<file path="src/rtl/battleship_pkg.sv">
// Shared definitions for the battleship board logic.
//   - Default board geometry and ship-counter width.
//   - Cell codes for the ship map and the shot map read by the VGA renderer.
//   - Shot result codes and the board-writer FSM state type.
package battleship_pkg;

  localparam int DEF_ROWS  = 5;
  localparam int DEF_COLS  = 5;
  localparam int DEF_CNT_W = 5;

  // Ship map cell codes
  localparam logic [1:0] CELL_EMPTY = 2'b00;
  localparam logic [1:0] CELL_SHIP  = 2'b01;

  // Shot map cell codes
  localparam logic [1:0] SHOT_NONE = 2'b00;
  localparam logic [1:0] SHOT_MISS = 2'b01;
  localparam logic [1:0] SHOT_HIT  = 2'b10;

  typedef enum logic [1:0] {
    RES_MISS    = 2'b00,
    RES_HIT     = 2'b01,
    RES_REPEAT  = 2'b10,
    RES_INVALID = 2'b11
  } res_code_t;

  typedef enum logic [2:0] {
    ST_IDLE,
    ST_SCAN,
    ST_CHECK,
    ST_WRITE,
    ST_REPORT
  } state_t;

endpackage

</file>
<file path="src/rtl/shot_board_writer.sv">
// Owns one player's board: loads a ship layout, counts its ship cells with
// a one-cell-per-cycle scan, resolves fire commands and keeps the ship and
// shot maps that the renderer reads.
//
// Ports:
//   clk, rst        system clock, synchronous active-high reset
//   load_valid      request to load load_ships (accepted in IDLE, wins over fire)
//   load_ships      layout, bit r*COLS+c set = ship at (r,c)
//   load_ready      high in IDLE
//   fire_valid      fire command at (fire_row, fire_col)
//   fire_ready      high in IDLE once a layout has been loaded since reset
//   res_valid       one-cycle result pulse, res_code = miss/hit/repeat/invalid
//   ship_map        2 bits per cell at 2*(r*COLS+c): 01 ship, 00 water
//   shot_map        2 bits per cell: 00 untouched, 01 miss, 10 hit
//   ships_left      remaining un-hit ship cells
//   game_over       loaded and ships_left == 0
module shot_board_writer
  import battleship_pkg::*;
#(
  parameter int ROWS  = DEF_ROWS,
  parameter int COLS  = DEF_COLS,
  parameter int CNT_W = DEF_CNT_W
) (
  input  logic                     clk,
  input  logic                     rst,
  input  logic                     load_valid,
  input  logic [ROWS*COLS-1:0]     load_ships,
  output logic                     load_ready,
  input  logic                     fire_valid,
  input  logic [2:0]               fire_row,
  input  logic [2:0]               fire_col,
  output logic                     fire_ready,
  output logic                     res_valid,
  output logic [1:0]               res_code,
  output logic [2*ROWS*COLS-1:0]   ship_map,
  output logic [2*ROWS*COLS-1:0]   shot_map,
  output logic [CNT_W-1:0]         ships_left,
  output logic                     game_over
);

  localparam int CELLS = ROWS * COLS;
  localparam int IDX_W = (CELLS > 1) ? $clog2(CELLS) : 1;
  localparam logic [IDX_W-1:0] LAST_IDX = IDX_W'(CELLS - 1);

  state_t            state, state_next;
  logic [CELLS-1:0]  ships_q;
  logic [IDX_W-1:0]  idx;
  logic [2:0]        row_q, col_q;
  logic              loaded;
  res_code_t         code_q, code_calc;
  logic              coord_ok;
  logic [IDX_W-1:0]  cell_sel;
  logic [1:0]        shot_cell, ship_cell;

  function automatic logic [IDX_W-1:0] cell_index(input logic [2:0] r, input logic [2:0] c);
    return IDX_W'(int'(r) * COLS + int'(c));
  endfunction

  // Out-of-board coordinates select cell 0 so map reads stay in range; their
  // result is forced to invalid before the selected cell is ever looked at.
  assign coord_ok  = (int'(row_q) < ROWS) && (int'(col_q) < COLS);
  assign cell_sel  = coord_ok ? cell_index(row_q, col_q) : '0;
  assign shot_cell = shot_map[2*cell_sel +: 2];
  assign ship_cell = ship_map[2*cell_sel +: 2];

  assign res_code  = code_q;
  assign game_over = loaded && (ships_left == '0);

  // Shot resolution: invalid coordinates first, then a repeat on any already
  // marked cell, then hit or miss from the ship map.
  always_comb begin
    code_calc = RES_MISS;
    if (!coord_ok) begin
      code_calc = RES_INVALID;
    end else if (shot_cell != SHOT_NONE) begin
      code_calc = RES_REPEAT;
    end else if (ship_cell == CELL_SHIP) begin
      code_calc = RES_HIT;
    end
  end

  // State register.
  always_ff @(posedge clk) begin
    if (rst) begin
      state <= ST_IDLE;
    end else begin
      state <= state_next;
    end
  end

  // Next-state and handshake outputs. Fire is only honoured once a layout
  // exists, so an early fire command simply waits with fire_ready low.
  always_comb begin
    state_next = state;
    load_ready = 1'b0;
    fire_ready = 1'b0;
    res_valid  = 1'b0;
    case (state)
      ST_IDLE: begin
        load_ready = 1'b1;
        fire_ready = loaded;
        if (load_valid) begin
          state_next = ST_SCAN;
        end else if (fire_valid && loaded) begin
          state_next = ST_CHECK;
        end
      end
      ST_SCAN: begin
        if (idx == LAST_IDX) begin
          state_next = ST_IDLE;
        end
      end
      ST_CHECK:  state_next = ST_WRITE;
      ST_WRITE:  state_next = ST_REPORT;
      ST_REPORT: begin
        res_valid  = 1'b1;
        state_next = ST_IDLE;
      end
      default:   state_next = ST_IDLE;
    endcase
  end

  // Board datapath. The loaded flag drops while a new layout is scanned so
  // game_over cannot glitch high on the partially counted total.
  always_ff @(posedge clk) begin
    if (rst) begin
      ship_map   <= '0;
      shot_map   <= '0;
      ships_left <= '0;
      loaded     <= 1'b0;
      code_q     <= RES_MISS;
      idx        <= '0;
      ships_q    <= '0;
      row_q      <= '0;
      col_q      <= '0;
    end else begin
      case (state)
        ST_IDLE: begin
          if (load_valid) begin
            ships_q    <= load_ships;
            shot_map   <= '0;
            ships_left <= '0;
            idx        <= '0;
            loaded     <= 1'b0;
          end else if (fire_valid && loaded) begin
            row_q <= fire_row;
            col_q <= fire_col;
          end
        end
        ST_SCAN: begin
          ship_map[2*idx +: 2] <= ships_q[idx] ? CELL_SHIP : CELL_EMPTY;
          if (ships_q[idx]) begin
            ships_left <= ships_left + CNT_W'(1);
          end
          if (idx == LAST_IDX) begin
            loaded <= 1'b1;
          end else begin
            idx <= idx + IDX_W'(1);
          end
        end
        ST_CHECK: begin
          code_q <= code_calc;
        end
        ST_WRITE: begin
          case (code_q)
            RES_HIT: begin
              shot_map[2*cell_sel +: 2] <= SHOT_HIT;
              ships_left                <= ships_left - CNT_W'(1);
            end
            RES_MISS: begin
              shot_map[2*cell_sel +: 2] <= SHOT_MISS;
            end
            default: begin
            end
          endcase
        end
        default: begin
        end
      endcase
    end
  end

endmodule
</file>
<file path="config.mk">
export PLATFORM = sky130hd
export DESIGN_NAME = shot_board_writer
export DESIGN_NICKNAME = d
export VERILOG_FILES = /design/src/rtl/battleship_pkg.sv /design/src/rtl/shot_board_writer.sv
export SDC_FILE = /design/constraint.sdc
export NUM_CORES = 1
export LEC_CHECK = 0
export CORE_ASPECT_RATIO = 1.25
export CORE_UTILIZATION = 55
export CTS_CLUSTER_SIZE = 20
export DETAILED_ROUTE_END_ITERATION = 8
export PLACE_DENSITY = 0.9
export SYNTH_ARGS = -nofsm -noshare
export SYNTH_HDL_FRONTEND = slang
export SYNTH_SLANG_ARGS = --single-unit
</file>
<file path="constraint.sdc">
create_clock -name clk -period 12.2 [get_ports clk]
set_input_delay 1.83 -clock clk [delete_from_list [all_inputs] [get_ports clk]]
set_output_delay 1.83 -clock clk [all_outputs]
set_load 0.05 [all_outputs]
</file>
==> metrics, run 1 <==
status completed; global-route wire length before repair 31.5 mm; post-route insts no fill 1103; Syn Area/Cell 8.12 um2; Area contributors post-synth dfxtp_1 36%, nand2_1 7.0%, nor2_1 4.6%, a21oi_1 4.5%, mux2i_1 4.5%; worst-skew pair later-pin latency 0.43 ns; setup bufs post-CTS 0; MaxCap Viol Count 0; sequential-to-total area share from yosys stat 36.2%; post-synth top area share 36.2%; Synthesis Warnings 0; # port buffers 120; total grt overflow 0; final core occ 71.5%; upper clock frequency limit 212 MHz; Peak VDD IR 0.0854 mV; ys async rst share 0%; ys flop type dfxtp_1; Arr. time, crit path 5.02 ns; diode count 0; Final setup viols 0; DR WL/cell 18.1 um; PD cells 111 nW/um2; Total Wirelength 19.9 mm; DP Cell Count 1073; P&R area growth vs syn 25.0%; # IOs 146; setup TNS 0 ns; area leader, netlist dfxtp_1; most common cell in the netlist nand2_1; FF+latch count, synth 122; Layout fillers 939; clock skew 0.0138 ns; Final Critical Period 4.71 ns; WHS 0.454 ns; Max Slew Vio Count 0; Placed Area 7910 um2; Syn Inst Count 830; Via density 6.09; clk slew on worst S/H paths 0.05 ns; clk buf depth 2; chip height 126 um; Worst slew margin 34.7%; Worst Setup Start Kind flop; die area 12700 um2; mapped cell area 6740 um2; most frequent cells after synthesis 125 x nand2_1, 122 x dfxtp_1, 83 x nor2_1; crit-path max FO 18; Setup CP Type reg2reg; Final Worst Setup Slack 7.49 ns; Distinct cells, synth 79; Reg2Reg Setup Slack 7.49 ns; fin area 8430 um2; nets 987; Starting Density 57.2%; unrepaired setup endpoints after global routing false; multi-input gate area in the final layout 3940 um2; Starting DRT DRC Count 540; Post-synth EDFFs 0; H-tree depth 4; Routed Antenna Nets 0; core area 11800 um2; DPL Wire Length 14.1 mm; Total GRT Usage 31.9%; Worst EP required 12.51 ns; DRC 0; Worst Setup End Kind flop; register area 2440 um2; Post-CTS Resized 0; # rows 44; Placement Setup Slack 7.65 ns; Vias 6713; CTS tree built; number of global-route vias before repair 6288; DR pass1 iterations 5; P_leak 3.14 nW; Tcrit/Tclk final 38.6%; clock sink count 122; Tot Pwr 0.938 mW; Slew @ Worst Pin 0.980 ns; initial antenna violation count 0; share of cells above drive strength 1 7.86%; Hold Crit Class reg2reg; largest net degree at the start of global routing 74; CTS Root Cell clkbuf_16; CTS buffer count 17; CTS Hold Bufs 0; GP Congestion 0.981; die width 101 um; final hold vios 0
-- worst paths after layout --
kind / from / to / cells past startpoint
worst max-delay path: row_q[2] / shot_map[8] / 13
worst min-delay path: ships_q[10] / ships_q[10] / 2
worst max register to register: row_q[2] / shot_map[8] / 13
worst min register to register: ships_q[10] / ships_q[10] / 2
-- layout make-up --
cell class / count / share of cell area, %
timing repair buffer: 125 / 14.6
multi-input combinational: 642 / 46.8
clock buffer: 20 / 5.30
sequential: 122 / 29.0
clock inverter: 10 / 0.876
inverter: 23 / 1.02
tap: 161 / 2.39
-- cell usage in the layout (no fill, tap or decap), types with 7 or more instances in the layout --
cell type,n
nand2_1,125
dfxtp_1,122
clkdlybuf4s50_1,119
nor2_1,83
a21oi_1,61
nand3_1,40
o21ai_0,36
mux2i_1,30
conb_1,25
nor3_1,23
inv_1,22
ha_1,19
clkbuf_16,17
xnor2_1,9
a211oi_1,9
a22o_1,9
nor2b_1,8
and2_1,8
nand2b_1,8
or2_2,8
mux4_2,7
a31oi_1,7
-- flip-flops by register name, summed over array words and instances, names as in the netlist --
name	cells
row_q	3
shot_map	50
state	3
ships_left	5
ships_q	25
idx	5
loaded	1
col_q	3
ship_map	25
res_code	2
-- worst max-delay path: stages, from the launching register on --
cell and delay (ns):
dfxtp_1 0.43, ha_1 0.27, ha_1 0.32, fa_1 1.02, inv_1 0.28, nand2_2 0.17
a21oi_1 0.08, ha_1 0.48, inv_1 0.19, nor2_1 0.25, o21ai_0 0.34, nor3_1 0.37
o21ai_0 0.18, a22o_1 0.21
-- power by group --
| group | internal, mW | leakage, nW | switching (mW) | total, mW |
|---|---|---|---|---|
| clock network | 0.262 | 0.240 | 0.185 | 0.447 |
| logic | 0.0261 | 1.92 | 0.0541 | 0.0802 |
| registers | 0.405 | 0.987 | 0.00603 | 0.411 |
| total | 0.693 | 3.14 | 0.245 | 0.938 |
-- routing by layer --
layer	routed length [um]	track usage, %	vias to the layer above
met5	0	0	-
met4	1050	19.9	0
met3	1260	6.55	91
met2	9950	53.9	359
met1	7690	36.5	3133
li1	-	-	3130
-- logic make-up (layout without fill, tap and decap cells) --
family	count (synthesis)	in the layout	synth area share [%]
other cells	1	25	0.0556
xor+xnor	16	16	2.19
simple gates	345	345	23.7
fa+ha+maj	21	21	4.12
flops	122	122	36.2
mux	41	41	7.46
buf+inv	90	178	6.68
compound gates	194	194	19.5
No activity file was read; power rests on OpenSTA's default activity.
==> inputs of run 2 (changes only) <==
--- a/config.mk
+++ b/config.mk
@@ -6,10 +6,10 @@
 export NUM_CORES = 1
 export LEC_CHECK = 0
 export CORE_ASPECT_RATIO = 1.25
-export CORE_UTILIZATION = 55
+export CORE_UTILIZATION = 47
 export CTS_CLUSTER_SIZE = 20
 export DETAILED_ROUTE_END_ITERATION = 8
-export PLACE_DENSITY = 0.9
+export PLACE_DENSITY = 0.82
 export SYNTH_ARGS = -nofsm -noshare
 export SYNTH_HDL_FRONTEND = slang
 export SYNTH_SLANG_ARGS = --single-unit
==> constraint.sdc (replaced) <==
create_clock -name clk -period 4.3 [get_ports clk]
set_input_delay 0.645 -clock clk [delete_from_list [all_inputs] [get_ports clk]]
set_output_delay 0.645 -clock clk [all_outputs]
set_load 0.05 [all_outputs]
==> metrics, run 2 (synthesis gave the netlist of run 1 again) <==
status completed; Total GRT Usage 28.2% (-3.7 points); GP Congestion 0.968 (-1.3%); Reg2Reg Setup Slack 0.30 ns (-7.19 ns); worst-skew pair later-pin latency 0.42 ns (about the same); register bank with the most flops shot_map; Worst Setup Start Kind flop; crit-path max FO 8 (-10); PD cells 334 nW/um2 (+200%); Arr. time, crit path 4.30 ns (-0.72 ns); diode count 0 (unchanged); clock sink count 122 (unchanged); die area 14800 um2 (+17%); upper clock frequency limit 250 MHz (+18%); max FFs per register 50 (unchanged); CTS Hold Bufs 0 (unchanged); Peak VDD IR 0.217 mV (+150%); clk buf depth 2 (unchanged); P_leak 3.25 nW (+3.5%); DR WL/cell 18.2 um (+0.75%); # rows 48 (+9.1%); DRC 0 (unchanged); fin area 8630 um2 (+2.4%); P&R area growth vs syn 28.0%; clock skew 0.00978 ns (-0.00398 ns); nets 996 (+0.91%); post-route insts no fill 1128 (+2.3%); core area 13900 um2 (+18%); Final setup viols 0 (unchanged); final core occ 61.9% (-9.6 points); Routed Antenna Nets 0 (unchanged); cell breakdown of the critical path ha_1, ha_1, ha_1, nand3_1, a21oi_1, nor2_1, nor2_1, inv_1, ha_1, nor2_1, o41ai_2, or3_4, or4_4, a21o_1, o2bb2ai_1; MaxCap Viol Count 0 (unchanged); CTS buffer count 17 (unchanged); DR pass1 iterations 5 (unchanged); Slowest cell on crit path or4_4; global-route wire length before repair 32.2 mm (+2.5%); Placement Setup Slack 0.209 ns (-7.44 ns); # IOs 146 (unchanged); crit-path most repeated cell ha_1; Hold Path Stages 2 (unchanged); Setup CP Type reg2reg; delay-heaviest family, CP simple AND/OR/NAND/NOR gates; CP max stage delay 0.52 ns (-0.50 ns); Final Worst Setup Slack 0.298 ns (-7.19 ns); Tot Pwr 2.89 mW (+210%); CTS tree built; most common cell after layout, fill and taps aside nand2_1; setup TNS 0 ns (unchanged); final hold vios 0 (unchanged); worst path buffer plus inverter count 1 (-1); share of cells above drive strength 1 9.55% (+1.7 points); Starting DRT DRC Count 532 (-1.5%); Worst R2R Path Depth 15 (+2); chip height 136 um (+8.0%); die width 109 um (+8.0%); Worst slew margin 37.1% (+2.4 points); Worst EP required 4.60 ns (-7.91 ns); Hold Crit Class reg2reg; largest net degree at the start of global routing 73 (-1.4%); Crit path depth 15 (+2); clk slew on worst S/H paths 0.06 ns (about the same); DPL Wire Length 14.8 mm (+5.6%); WHS 0.452 ns (-0.00246 ns); CTS Root Cell clkbuf_16; initial antenna violation count 0 (unchanged); # port buffers 120 (unchanged); Final Critical Period 4.00 ns (-0.712 ns); Total Wirelength 20.6 mm (+3.0%); Slew @ Worst Pin 0.941 ns (-0.0391 ns); most frequent cells in the layout 125 x nand2_1, 122 x dfxtp_1, 119 x clkdlybuf4s50_1; Vias 6780 (+1.0%); Worst Setup End Kind flop; DP Cell Count 1096 (+2.1%); Max Slew Vio Count 0 (unchanged); Tcrit/Tclk final 93.1% (+54 points); Placed Area 7990 um2 (+1.1%); number of global-route vias before repair 6481 (+3.1%); Via density 6.01 (-1.2%); largest registers shot_map: 50 flops, ship_map: 25 flops, ships_q: 25 flops; Layout fillers 1202 (+28%); total grt overflow 0 (unchanged); Starting Density 48.4% (-8.8 points); H-tree depth 4 (unchanged)
-- run 2: cell types whose count changed in the layout (fill, tap and decap cells not counted), moves of 2 or more --
| cell | previous run | this run |
|---|---|---|
| clkinvlp_4 | 5 | 1 |
| bufinv_16 | 0 | 3 |
| clkbuf_1 | 2 | 0 |
| inv_6 | 1 | 5 |
| buf_4 | 5 | 14 |
-- run 2: what timing repair did --
| item | 4_1_cts | 5_1_grt |
|---|---|---|
| buffers inserted | 0 | 0 |
| setup endpoints to repair | 0 | 7 |
| gates resized for setup | 0 | 4 |
-- run 2: cell type report --
type	instances	area (um2)	share of cell area, %
clock buffer	17	425	4.93
clock inverter	15	189	2.19
inverter	23	86.3	1.00
multi-input combinational	642	3960	45.9
sequential	122	2440	28.3
tap	175	219	2.54
timing repair buffer	134	1300	15.1
-- run 2: final timing paths --
kind / from / to
setup / recovery: row_q[2] / shot_map[17]
hold / removal: ships_q[4] / ships_q[4]
setup reg to reg: row_q[2] / shot_map[17]
hold reg to reg: ships_q[4] / ships_q[4]
-- run 2: per-layer routing --
| layer | up-vias | wire, um | GRT usage, % |
|---|---|---|---|
| met5 | - | 0 | 0 |
| met4 | 0 | 1140 | 18.5 |
| met3 | 86 | 1690 | 4.75 |
| met2 | 391 | 10200 | 48.4 |
| met1 | 3163 | 7540 | 31.8 |
| li1 | 3140 | - | - |
-- run 2: power by group --
group / switching, mW / total [mW] / internal (mW)
sequential: 0.0155 / 1.16 / 1.15
clock: 0.565 / 1.49 / 0.924
combinational: 0.157 / 0.233 / 0.0759
-- run 2: worst min-delay path, cell delays in order, from the launching register on --
cell	delay [ns]
dfxtp_1	0.30
nand2_1	0.05
a21oi_1	0.05
==> inputs of run 3 (changes only) <==
--- a/config.mk
+++ b/config.mk
@@ -5,6 +5,7 @@
 export SDC_FILE = /design/constraint.sdc
 export NUM_CORES = 1
 export LEC_CHECK = 0
+export ABC_CLOCK_PERIOD_IN_PS = 4300
 export CORE_ASPECT_RATIO = 1.25
 export CORE_UTILIZATION = 47
 export CTS_CLUSTER_SIZE = 20
==> results of run 3 <==
Final layout, timing and power as in run 2 (identical DEF).
